[config.mk]
export PLATFORM = sky130hd
export DESIGN_NAME = serial_subtractor_flat
export DESIGN_NICKNAME = d
export VERILOG_FILES = /design/src/rtl/serial_subtractor_if.sv /design/src/rtl/serial_subtractor.sv /design/src/flat_wrapper.sv
export SDC_FILE = /design/constraint.sdc
export NUM_CORES = 1
export LEC_CHECK = 0
export BUFFER_PORTS_ARGS = -buffer_cell sky130_fd_sc_hd__buf_4
export CORE_ASPECT_RATIO = 1.2
export CORE_MARGIN = 4
export CORE_UTILIZATION = 49
export CTS_CLUSTER_SIZE = 40
export DETAILED_ROUTE_END_ITERATION = 16
export GPL_ROUTABILITY_DRIVEN = 0
export PLACE_DENSITY = 0.72
export SLEW_MARGIN = 20
export SYNTH_ARGS = -nofsm -noshare
export SYNTH_HDL_FRONTEND = slang
export SYNTH_SLANG_ARGS = --single-unit
[constraint.sdc]
create_clock -name clk_in -period 1.64 [get_ports clk_in]
set_input_delay 0.328 -clock clk_in [delete_from_list [all_inputs] [get_ports clk_in]]
set_output_delay 0.328 -clock clk_in [all_outputs]
set_load 0.1 [all_outputs]
[src/rtl/serial_subtractor_if.sv]
// Start/done handshake and operand/result bus for serial_subtractor.
// SUB_OVF_EN adds the overflow_out result signal.
interface serial_subtractor_if #(
  parameter int WIDTH = 8
);
  logic             start_in;
  logic [WIDTH-1:0] a_in;
  logic [WIDTH-1:0] b_in;
  logic             borrow_in;
  logic             busy_out;
  logic             done_out;
  logic [WIDTH-1:0] diff_out;
  logic             borrow_out;
`ifdef SUB_OVF_EN
  logic             overflow_out;

  modport master (
    output start_in, a_in, b_in, borrow_in,
    input  busy_out, done_out, diff_out, borrow_out, overflow_out
  );
  modport slave (
    input  start_in, a_in, b_in, borrow_in,
    output busy_out, done_out, diff_out, borrow_out, overflow_out
  );
`else
  modport master (
    output start_in, a_in, b_in, borrow_in,
    input  busy_out, done_out, diff_out, borrow_out
  );
  modport slave (
    input  start_in, a_in, b_in, borrow_in,
    output busy_out, done_out, diff_out, borrow_out
  );
`endif
endinterface

[src/rtl/serial_subtractor.sv]
// Bit-serial subtractor: diff = a - b - borrow_in, LSB first, one bit per clock.
// Optional macro SUB_OVF_EN adds a signed-overflow flag (overflow_out).
//
// state | meaning
// IDLE  | waiting for start_in; results held
// RUN   | shifting one bit per edge through the full-subtractor cell
module serial_subtractor #(
  parameter int WIDTH = 8
) (
  input  logic               clk_in,
  input  logic               rst_n_in,
  serial_subtractor_if.slave bus
);

  localparam int CW = (WIDTH > 1) ? $clog2(WIDTH) : 1;

  typedef enum logic {IDLE, RUN} state_t;

  state_t           r_state;
  state_t           w_state_next;
  logic [WIDTH-1:0] r_a;
  logic [WIDTH-1:0] r_b;
  logic [WIDTH-1:0] r_res;
  logic             r_br;
  logic [CW-1:0]    r_cnt;
  logic             r_done;
  logic [WIDTH-1:0] r_diff;
  logic             r_bout;

  logic             w_d;
  logic             w_br_next;
  logic [WIDTH-1:0] w_res_next;
  logic             w_last;
  logic             w_accept;
  logic             w_complete;

`ifdef SUB_OVF_EN
  logic r_a_msb;
  logic r_b_msb;
  logic r_ovf;
`endif

  always_comb begin
    w_state_next = r_state;
    w_d          = r_a[0] ^ r_b[0] ^ r_br;
    w_br_next    = (~r_a[0] & r_b[0]) | (~(r_a[0] ^ r_b[0]) & r_br);
    w_res_next   = {w_d, r_res[WIDTH-1:1]};
    w_last       = (r_cnt == CW'(WIDTH - 1));
    w_accept     = 1'b0;
    w_complete   = 1'b0;
    case (r_state)
      IDLE: begin
        if (bus.start_in) begin
          w_accept     = 1'b1;
          w_state_next = RUN;
        end
      end
      RUN: begin
        if (w_last) begin
          w_complete   = 1'b1;
          w_state_next = IDLE;
        end
      end
      default: w_state_next = IDLE;
    endcase
  end

  always_ff @(posedge clk_in or negedge rst_n_in) begin
    if (!rst_n_in) begin
      r_state <= IDLE;
      r_a     <= '0;
      r_b     <= '0;
      r_res   <= '0;
      r_br    <= 1'b0;
      r_cnt   <= '0;
      r_done  <= 1'b0;
      r_diff  <= '0;
      r_bout  <= 1'b0;
`ifdef SUB_OVF_EN
      r_a_msb <= 1'b0;
      r_b_msb <= 1'b0;
      r_ovf   <= 1'b0;
`endif
    end else begin
      r_state <= w_state_next;
      r_done  <= w_complete;
      if (w_accept) begin
        r_a     <= bus.a_in;
        r_b     <= bus.b_in;
        r_br    <= bus.borrow_in;
        r_cnt   <= '0;
`ifdef SUB_OVF_EN
        r_a_msb <= bus.a_in[WIDTH-1];
        r_b_msb <= bus.b_in[WIDTH-1];
`endif
      end else if (r_state == RUN) begin
        r_a   <= r_a >> 1;
        r_b   <= r_b >> 1;
        r_res <= w_res_next;
        r_br  <= w_br_next;
        r_cnt <= r_cnt + 1'b1;
      end
      // The last bit computed is the MSB of the result, so w_d is diff_msb here.
      if (w_complete) begin
        r_diff <= w_res_next;
        r_bout <= w_br_next;
`ifdef SUB_OVF_EN
        r_ovf  <= (r_a_msb ^ r_b_msb) & (r_a_msb ^ w_d);
`endif
      end
    end
  end

  assign bus.busy_out   = (r_state == RUN);
  assign bus.done_out   = r_done;
  assign bus.diff_out   = r_diff;
  assign bus.borrow_out = r_bout;
`ifdef SUB_OVF_EN
  assign bus.overflow_out = r_ovf;
`endif

endmodule

[src/flat_wrapper.sv]
// flat-port wrapper written by rule: the top's interface ports become plain ports
module serial_subtractor_flat 
#(
  parameter int WIDTH = 8
)
  (clk_in, rst_n_in, bus_start_in, bus_a_in, bus_b_in, bus_borrow_in, bus_busy_out, bus_done_out, bus_diff_out, bus_borrow_out);
  serial_subtractor_if #(.WIDTH(WIDTH)) bus_i ();
  input  logic clk_in;
  input  logic rst_n_in;
  input wire logic [$bits(bus_i.start_in)-1:0] bus_start_in;
  input wire logic [$bits(bus_i.a_in)-1:0] bus_a_in;
  input wire logic [$bits(bus_i.b_in)-1:0] bus_b_in;
  input wire logic [$bits(bus_i.borrow_in)-1:0] bus_borrow_in;
  output wire logic [$bits(bus_i.busy_out)-1:0] bus_busy_out;
  output wire logic [$bits(bus_i.done_out)-1:0] bus_done_out;
  output wire logic [$bits(bus_i.diff_out)-1:0] bus_diff_out;
  output wire logic [$bits(bus_i.borrow_out)-1:0] bus_borrow_out;
  assign bus_i.start_in = bus_start_in;
  assign bus_i.a_in = bus_a_in;
  assign bus_i.b_in = bus_b_in;
  assign bus_i.borrow_in = bus_borrow_in;
  assign bus_busy_out = bus_i.busy_out;
  assign bus_done_out = bus_i.done_out;
  assign bus_diff_out = bus_i.diff_out;
  assign bus_borrow_out = bus_i.borrow_out;
  serial_subtractor #(.WIDTH(WIDTH)) u_core (.clk_in(clk_in), .rst_n_in(rst_n_in), .bus(bus_i));
endmodule
* Yosys cells after proc, flatten, opt, wreduce, memory -nomap -nowiden
Index checks and enable logic that the tools add are counted.
Word-level totals: bits in registers 39, input port bits 20, output and inout port bits 11, word-level logic and storage cells 36
Cells by class: add/subtract/negate cells 1, equality and inequality tests 1, multiplexer cells 14, bitwise logic cells 9, reductions and logical operators 2
Operator list (number):
- two-way mux 8 bit | 4
- two-way mux 1 bit | 7
- two-way mux 3 bit | 2
- inverter 1 bit | 4
- adder 3 x 1 -> 3 bit, second input constant | 1
- equality test 3 bit, second input constant | 1
- AND 1 bit | 2
- case mux 1 bit (2 select lines) | 1
- AND reduction 2 bit | 1
- nonzero test 2 bit | 1
- XOR 1 bit | 2
- OR 1 bit | 1

* Longest topological paths before layout
Gate-level depths: netlist of run 1.
depth in word-level cells 6, mapped depth 4, depth with buffers taken out 4

* Worst setup path after synthesis of run 1
Ideal clock, no wire load.
path kind flip-flop to flip-flop, start reg u_core.r_state (netlist: u_core.bus.busy_out), end reg u_core.r_res[2], library setup time 125 ps, arrival time 1586 ps, required time 1515 ps, path slack -71 ps, stages on the path, launching flop included 4, buffers on the path 2, clock period less this slack 1711 ps, path through dfrtp_1 buf_6 buf_6 mux2_4
Between the ends: cells in the longest elaborated chain, start to end 3
Ends and longest elaborated chain:
- from (decl) | RTL line serial_subtractor.sv:19 | state_t r_state;
- from (signal assigned) | RTL line serial_subtractor.sv:85 | r_state <= w_state_next;
- two-way mux 1 bit | RTL line serial_subtractor.sv:51 | case (r_state)
- inverter 1 bit (no source line)
- AND reduction 2 bit (no source line) *
- to (signal assigned) | RTL line serial_subtractor.sv:99 | r_res <= w_res_next;
- to (decl) | RTL line serial_subtractor.sv:23 | logic [WIDTH-1:0] r_res;
Every way passes the cells marked *; elsewhere a longest branch is shown, timed or not. A chain may end at the register's enable or synchronous reset.

* Final worst setup path of run 1
start reg u_core.r_state (netlist: u_core.bus.busy_out), end out bus_busy_out
RTL lines:
- to (decl) | RTL line flat_wrapper.sv:14 | output wire logic [$bits(bus_i.busy_out)-1:0] bus_busy_out;
No word-level cell between the ends.

==> results of run 1 <==
-- synth_stat cells --
cell type  instances  area (µm²)
a22o_1             2        17.5
mux2_4            13         195
buf_2              2        10.0
inv_1              5        18.8
buf_12             1        20.0
o21ai_1            6        30.0
mux2i_1           20         200
dfrtp_1           38         951
buf_6              3        33.8
nand2_4            1        11.3
nand2_1           14        52.6
mux2_2             3        33.8
fa_1               1        20.0
clkbuf_2           1        5.00
nor2_1             3        11.3
ha_1               2        25.0
o21ai_0            8        40.0
-- sequential cells by signal, indices dropped and copies added, names as in the netlist --
register	count
u_core.bus.borrow_out	1
u_core.bus.busy_out	1
u_core.bus.diff_out	8
u_core.bus.done_out	1
u_core.r_a	8
u_core.r_b	8
u_core.r_br	1
u_core.r_cnt	3
u_core.r_res	7
-- metrics by stage --
| stage | area, µm² | setup slack (ps) | instances | utilization |
|---|---|---|---|---|
| after floorplan | 1680 | 207 | 123 | - |
| after global placement | 1890 | 264 | 185 | 0.572 |
| after detailed placement | 1890 | 221 | 185 | 0.572 |
| after CTS | 2000 | 184 | 194 | 0.603 |
| after global routing | 2000 | 158 | 194 | 0.603 |
| final | 2000 | 190 | 194 | 0.603 |
-- what timing repair did --
item / CTS / global route
setup buffers: 0 / 0
endpoints found under the setup margin: 0 / 0
hold buffers: 1 / 0
endpoints found under the hold margin: 9 / 0
-- routing by layer --
layer	vias up	global-route usage	part of all wire
li1	482	-	-
met1	490	0.172	0.44
met2	28	0.206	0.46
met3	7	0.0587	0.075
met4	0	0.0708	0.022
met5	-	0	0
-- cells by family after synthesis --
kind of cell / share of synthesized area
AO/OA/AOI/OAI: 0.0523
flip-flops: 0.568
adder cells (fa/ha/maj): 0.0269
multiplexers: 0.256
buffers and inverters: 0.0523
AND/OR/NAND/NOR: 0.0448
-- layout make-up --
cell class / count / area (µm²)
clock buffers: 7 / 86.3
clock inverters: 1 / 5.00
fillers: 273 / 1310
inverters: 5 / 18.8
multi-input cells: 73 / 637
flip-flops and latches: 38 / 952
well taps: 37 / 46.3
repair buffers: 33 / 250
-- how the worst max path moves through the flow --
stage | slack (ps) | from | cells after the start | endpoint
finish | 190 | u_core.bus.busy_out | 1 | bus_busy_out
global route | 160 | u_core.bus.busy_out | 1 | bus_busy_out
CTS | 180 | u_core.bus.busy_out | 1 | bus_busy_out
detailed placement | 220 | u_core.r_cnt[0] | 4 | u_core.bus.diff_out[1]
global placement | 260 | u_core.r_cnt[0] | 4 | u_core.bus.diff_out[6]
floorplan | 210 | u_core.bus.busy_out | 3 | u_core.r_res[2]
==> results.md, run 1 <==
- Drt pass-1 iters: 4
- Sequential element share of the synthesized area: 0.568
- IO Count: 31
- CP max stage delay: 490 ps
- Post-layout min period: 1450 ps
- Htree depth: 2
- Bufs on Longest Clock Path: 2
- Slew Viols, Final: 0
- Final Hold Viols: 0
- CP required: 1310 ps
- Hold Path Depth: 3
- Layout Skew: 8.21 ps
- Most common cell after layout, fill and taps aside: dfrtp_1
- Slowest CP cell: dfrtp_2
- CTS resizes: 0
- Num CTS Buffers: 5
- R2r worst-path depth: 4
- GRT overflow: 0
- Setup TNS Final: 0 ps
- Synth Register Bits: 38
- CP Class: reg -> out
- Worst skew pair latency: 290 ps
- CORE AREA: 0.00331 mm²
- Hold Crit Endpoint: u_core.r_b[7]
- Wire per inst: 13.7 µm
- Max Fclk: 690 MHz
- Yosys cell types: 17
- Diode count: 0
- Largest net degree at the start of global routing: 39
- Drc violations: 0
- Layout Nets: 179
- Yosys warns: 0
- Area growth syn-to-layout: 19.1%
- Via density: between 5 and 6
- Mapped Nets: approximately 150
- Max FO, Critical Path: 8
- Initial antenna violation count: 0
- Worst slew pin tran: roughly 470 ps
- Most frequent cells in the layout: dfrtp_1, buf_4, mux2i_1
- DP Wirelength: between 1.5 and 2 mm
- Mean area per synthesized cell: 13.6 µm²
- Total Wirelength: 2.65 mm
- Setup Viol. Count Final: 0
- Final hold slack: 285 ps
- Mapped Cells: around 120
- Synthesized area: ~0.0017 mm²
- Reg2reg end: u_core.bus.diff_out[7]
- Total Routing Usage GR: 0.139
- Worst hold start: bus_b_in[7]
- Clk sink count: 38
- Status: finished, final reports clean
- Num rows: 23
- Vias: 1007
- Die W: 61.4 µm
- Die area: ~0.0044 mm²
- First-pass GRT wire length: 4.51 mm
- Critical path data arrival time: 1120 ps
- Share of cells above drive strength 1: 0.363
- Post-DRT Antenna Nets: 0
- Reg2reg start: u_core.r_cnt[0]
- Worst rel slew slack: 0.688
- CP cell instances: buf_4
- Fin crit share: 0.884
- Initial Utilization: 0.506
- DRT iter0 DRCs: 18
- CTS tree: done
- RSZ-0062 raised after global routing: false
- CP endpoint kind: primary output
- Clk pin slew, worst setup/hold paths: 70 ps
- Clock Tree Root: clkbuf_8
- Vias in the first global route: 1026
- Register-to-Register Setup Slack: 220 ps
- WP buf/inv: 1
- Die H: around 72 µm
- Maxcap violations: 0
- Startpoint types: flop
- Largest delay share family, worst path: flip-flops
- Worst Hold Class: in -> reg
- Number of buffers added on ports: 30
Power of run 1 is not shown: default switching activity piles up to over one toggle a cycle in this logic, so the estimate is an artifact.
==> inputs of run 2 (changes only) <==
--- a/config.mk
+++ b/config.mk
@@ -5,6 +5,7 @@
 export SDC_FILE = /design/constraint.sdc
 export NUM_CORES = 1
 export LEC_CHECK = 0
+export ABC_AREA = 1
 export BUFFER_PORTS_ARGS = -buffer_cell sky130_fd_sc_hd__buf_4
 export CORE_ASPECT_RATIO = 1.2
 export CORE_MARGIN = 4
@@ -13,6 +14,7 @@
 export DETAILED_ROUTE_END_ITERATION = 16
 export GPL_ROUTABILITY_DRIVEN = 0
 export PLACE_DENSITY = 0.72
+export SETUP_SLACK_MARGIN = 0.1
 export SLEW_MARGIN = 20
 export SYNTH_ARGS = -nofsm -noshare
 export SYNTH_HDL_FRONTEND = slang
==> constraint.sdc (replaced) <==
create_clock -name clk_in -period 1.5 [get_ports clk_in]
set_input_delay 0.3 -clock clk_in [delete_from_list [all_inputs] [get_ports clk_in]]
set_output_delay 0.3 -clock clk_in [all_outputs]
set_load 0.1 [all_outputs]
==> results.md, run 2 <==
- Initial antenna violation count: 0 (unchanged)
- DRT iter0 DRCs: 38 (+20)
- First-pass GRT wire length: 5.08 mm (+13%)
- Pwr Total: approximately 4.6 mW
- Static leakage: 1.02 nW
- Area of the multi-input gates: 559 µm² (-12%)
- Total Wirelength: 3.03 mm (+14%)
- Synth cell count leaders: nand2_1, dfrtp_1, nand3_1
- Via density: 4.99 (-3.9%)
- Max FO, Critical Path: 5 (-3)
- Die area: 0.00433 mm² (-2.2%)
- Yosys top cell by area: dfrtp_1
- Top FF cell, synth: dfrtp_1
- Setup TNS Final: 0 ps (unchanged)
- Slowest CP cell: dfrtp_2
- Startpoint types: flop
- Final Hold Viols: 0 (unchanged)
- Async SR Flop Fraction: 1.00 (unchanged)
- DP Wirelength: 2.15 mm (+15%)
- Fin cells: 243 (+25%)
- WP buf/inv: 1 (unchanged)
- Slew Viols, Final: 0 (unchanged)
- GRT overflow: 0 (unchanged)
- # fillers: 276 (+1.1%)
- Hold Path Depth: 3 (unchanged)
- Initial Utilization: 0.521 (+0.0145)
- Bufs on Longest Clock Path: 2 (unchanged)
- Largest delay share family, worst path: flip-flops
- Number of buffers added on ports: 30 (unchanged)
- Share of cells above drive strength 1: 0.256 (-0.107)
- Htree depth: 2 (unchanged)
- Setup Viol. Count Final: 0 (unchanged)
- Diode count: 0 (unchanged)
- Max Fclk: 745 MHz
- Die H: 71.3 µm (-1.1%)
- Clk sink count: 38 (unchanged)
- Final cell area excluding filler cells: 0.00196 mm² (-1.9%)
- Most frequent cells in the layout: nand2_1, dfrtp_1, buf_4
- Post-DRT Antenna Nets: 0 (unchanged)
- Area growth syn-to-layout: 19.8%
- Pre-CTS setup slack: 142 ps (-79.6 ps)
- Setup ws final: 157 ps (-33.2 ps)
- RSZ-0062 raised after global routing: false
- Sequential element share of the synthesized area: 0.582 (+0.0143)
- Yosys warns: 0 (unchanged)
- Synthesized area: 0.00163 mm² (-2.5%)
- CP max stage delay: 480 ps (about the same)
- Wire per inst: 12.5 µm (-8.9%)
- Worst Hold Class: in -> reg
- Synth Register Bits: 38 (unchanged)
- CP required: 1200 ps (-110 ps)
- R2r worst-path depth: 6 (+2)
- Post-layout min period: about 1300 ps
- CORE AREA: 0.00314 mm² (-5.2%)
- IO Count: 31 (unchanged)
- Mapped Nets: 196 (+34%)
- Vias in the first global route: 1196 (+17%)
- Mean area per synthesized cell: 9.45 µm² (-31%)
- Die W: 60.7 µm (-1.1%)
- CP endpoint kind: primary output
- CTS tree: done
- Layout Nets: 229 (+28%)
- Worst VDD drop: 1.66 mV
- Status: finished, final reports clean
- Yosys cell types: 16 (-1)
- Final hold slack: 199 ps (-85.4 ps)
- Worst rel slew slack: 0.693 (+0.00519)
- Mapped Cells: 173 (+41%)
- DP Cell Count: 231 (+25%)
- Cell depth of the worst setup path: 1 (unchanged)
- Most common cell after layout, fill and taps aside: nand2_1
- Clk pin slew, worst setup/hold paths: 110 ps (+40 ps)
- Worst skew pair latency: 330 ps (+40 ps)
- Layout Skew: 8.84 ps (+0.632 ps)
- Post-Route Utilization: 0.624 (+0.0206)
- Synth top area cells: dfrtp_1, nand2_1, nand3_1
- Placed inst area: 0.00184 mm² (-2.6%)
- Pwr dens: 2330 mW/mm²
- Most common cell in the netlist: nand2_1
- Num rows: 22 (-4.3%)
- Post-synth top area share: 0.582 (+0.0143)
- Total Routing Usage GR: 0.155 (+0.0158)
- CP Class: reg -> out
- Maxcap violations: 0 (unchanged)
- Worst slew pin tran: 460 ps (-7.79 ps)
- Largest net degree at the start of global routing: 39 (unchanged)
- Drt pass-1 iters: 4 (unchanged)
- Fin crit share: 0.895
- Critical path data arrival time: 1040 ps (-80 ps)
- Drc violations: 0 (unchanged)
- Register area: 952 µm² (unchanged)
- Post-synth EDFFs: 0 (unchanged)
- Num CTS Buffers: 5 (unchanged)
- CP cell instances: buf_8
- Clock Tree Root: clkbuf_4
- Vias: 1212 (+20%)
-- run 2: timing repair --
item | 4_1_cts | 5_1_grt
pin swaps | 0 | 1
hold buffers | 1 | 0
buffers inserted | 0 | 3
setup endpoints to repair | 1 | 2
resized for setup | 1 | 1
cloned | 0 | 0
endpoints found under the hold margin | 38 | 0
-- run 2: cell type report --
cell class	instances	share of cell area
clock buffer	7	0.0281
clock inverter	1	0.00256
inverter	12	0.0243
multi-input combinational	113	0.286
sequential	38	0.487
tap	36	0.0230
timing repair buffer	36	0.150
-- run 2: layer usage --
layer / vias to the layer above / GRT usage / part of all wire
li1: 618 / - / -
met1: 559 / 0.194 / 0.43
met2: 30 / 0.250 / 0.50
met3: 5 / 0.0360 / 0.059
met4: 0 / 0.0723 / 0.015
met5: - / 0 / 0
-- run 2: cells by family after synthesis --
family	count (synthesis)	synth area share
fa+ha+maj	3	0.0276
flops	38	0.582
buf+inv	22	0.0758
compound gates	16	0.0651
simple gates	94	0.250
-- run 2: path summary, 6_finish.rpt --
check,from,end,slack (ps)
max,u_core.bus.busy_out,bus_busy_out,160
min,bus_a_in[7],u_core.r_a[7],200
max reg2reg,u_core.r_cnt[0],u_core.bus.diff_out[5],210
min reg2reg,u_core.r_b[2],u_core.r_b[1],490
max in group asynchronous,rst_n_in,u_core.bus.busy_out,710
min in group asynchronous,rst_n_in,u_core.r_res[2],450
-- run 2: power by group --
group / leakage [nW] / total (mW) / switching [mW] / internal [mW]
logic: 0.503 / 2.31 / 1.66 / 0.652
registers: 0.485 / 1.71 / 0.252 / 1.46
clock network: 0.0353 / 0.544 / 0.317 / 0.227
Note: power is estimated with default switching activity, not from simulation.
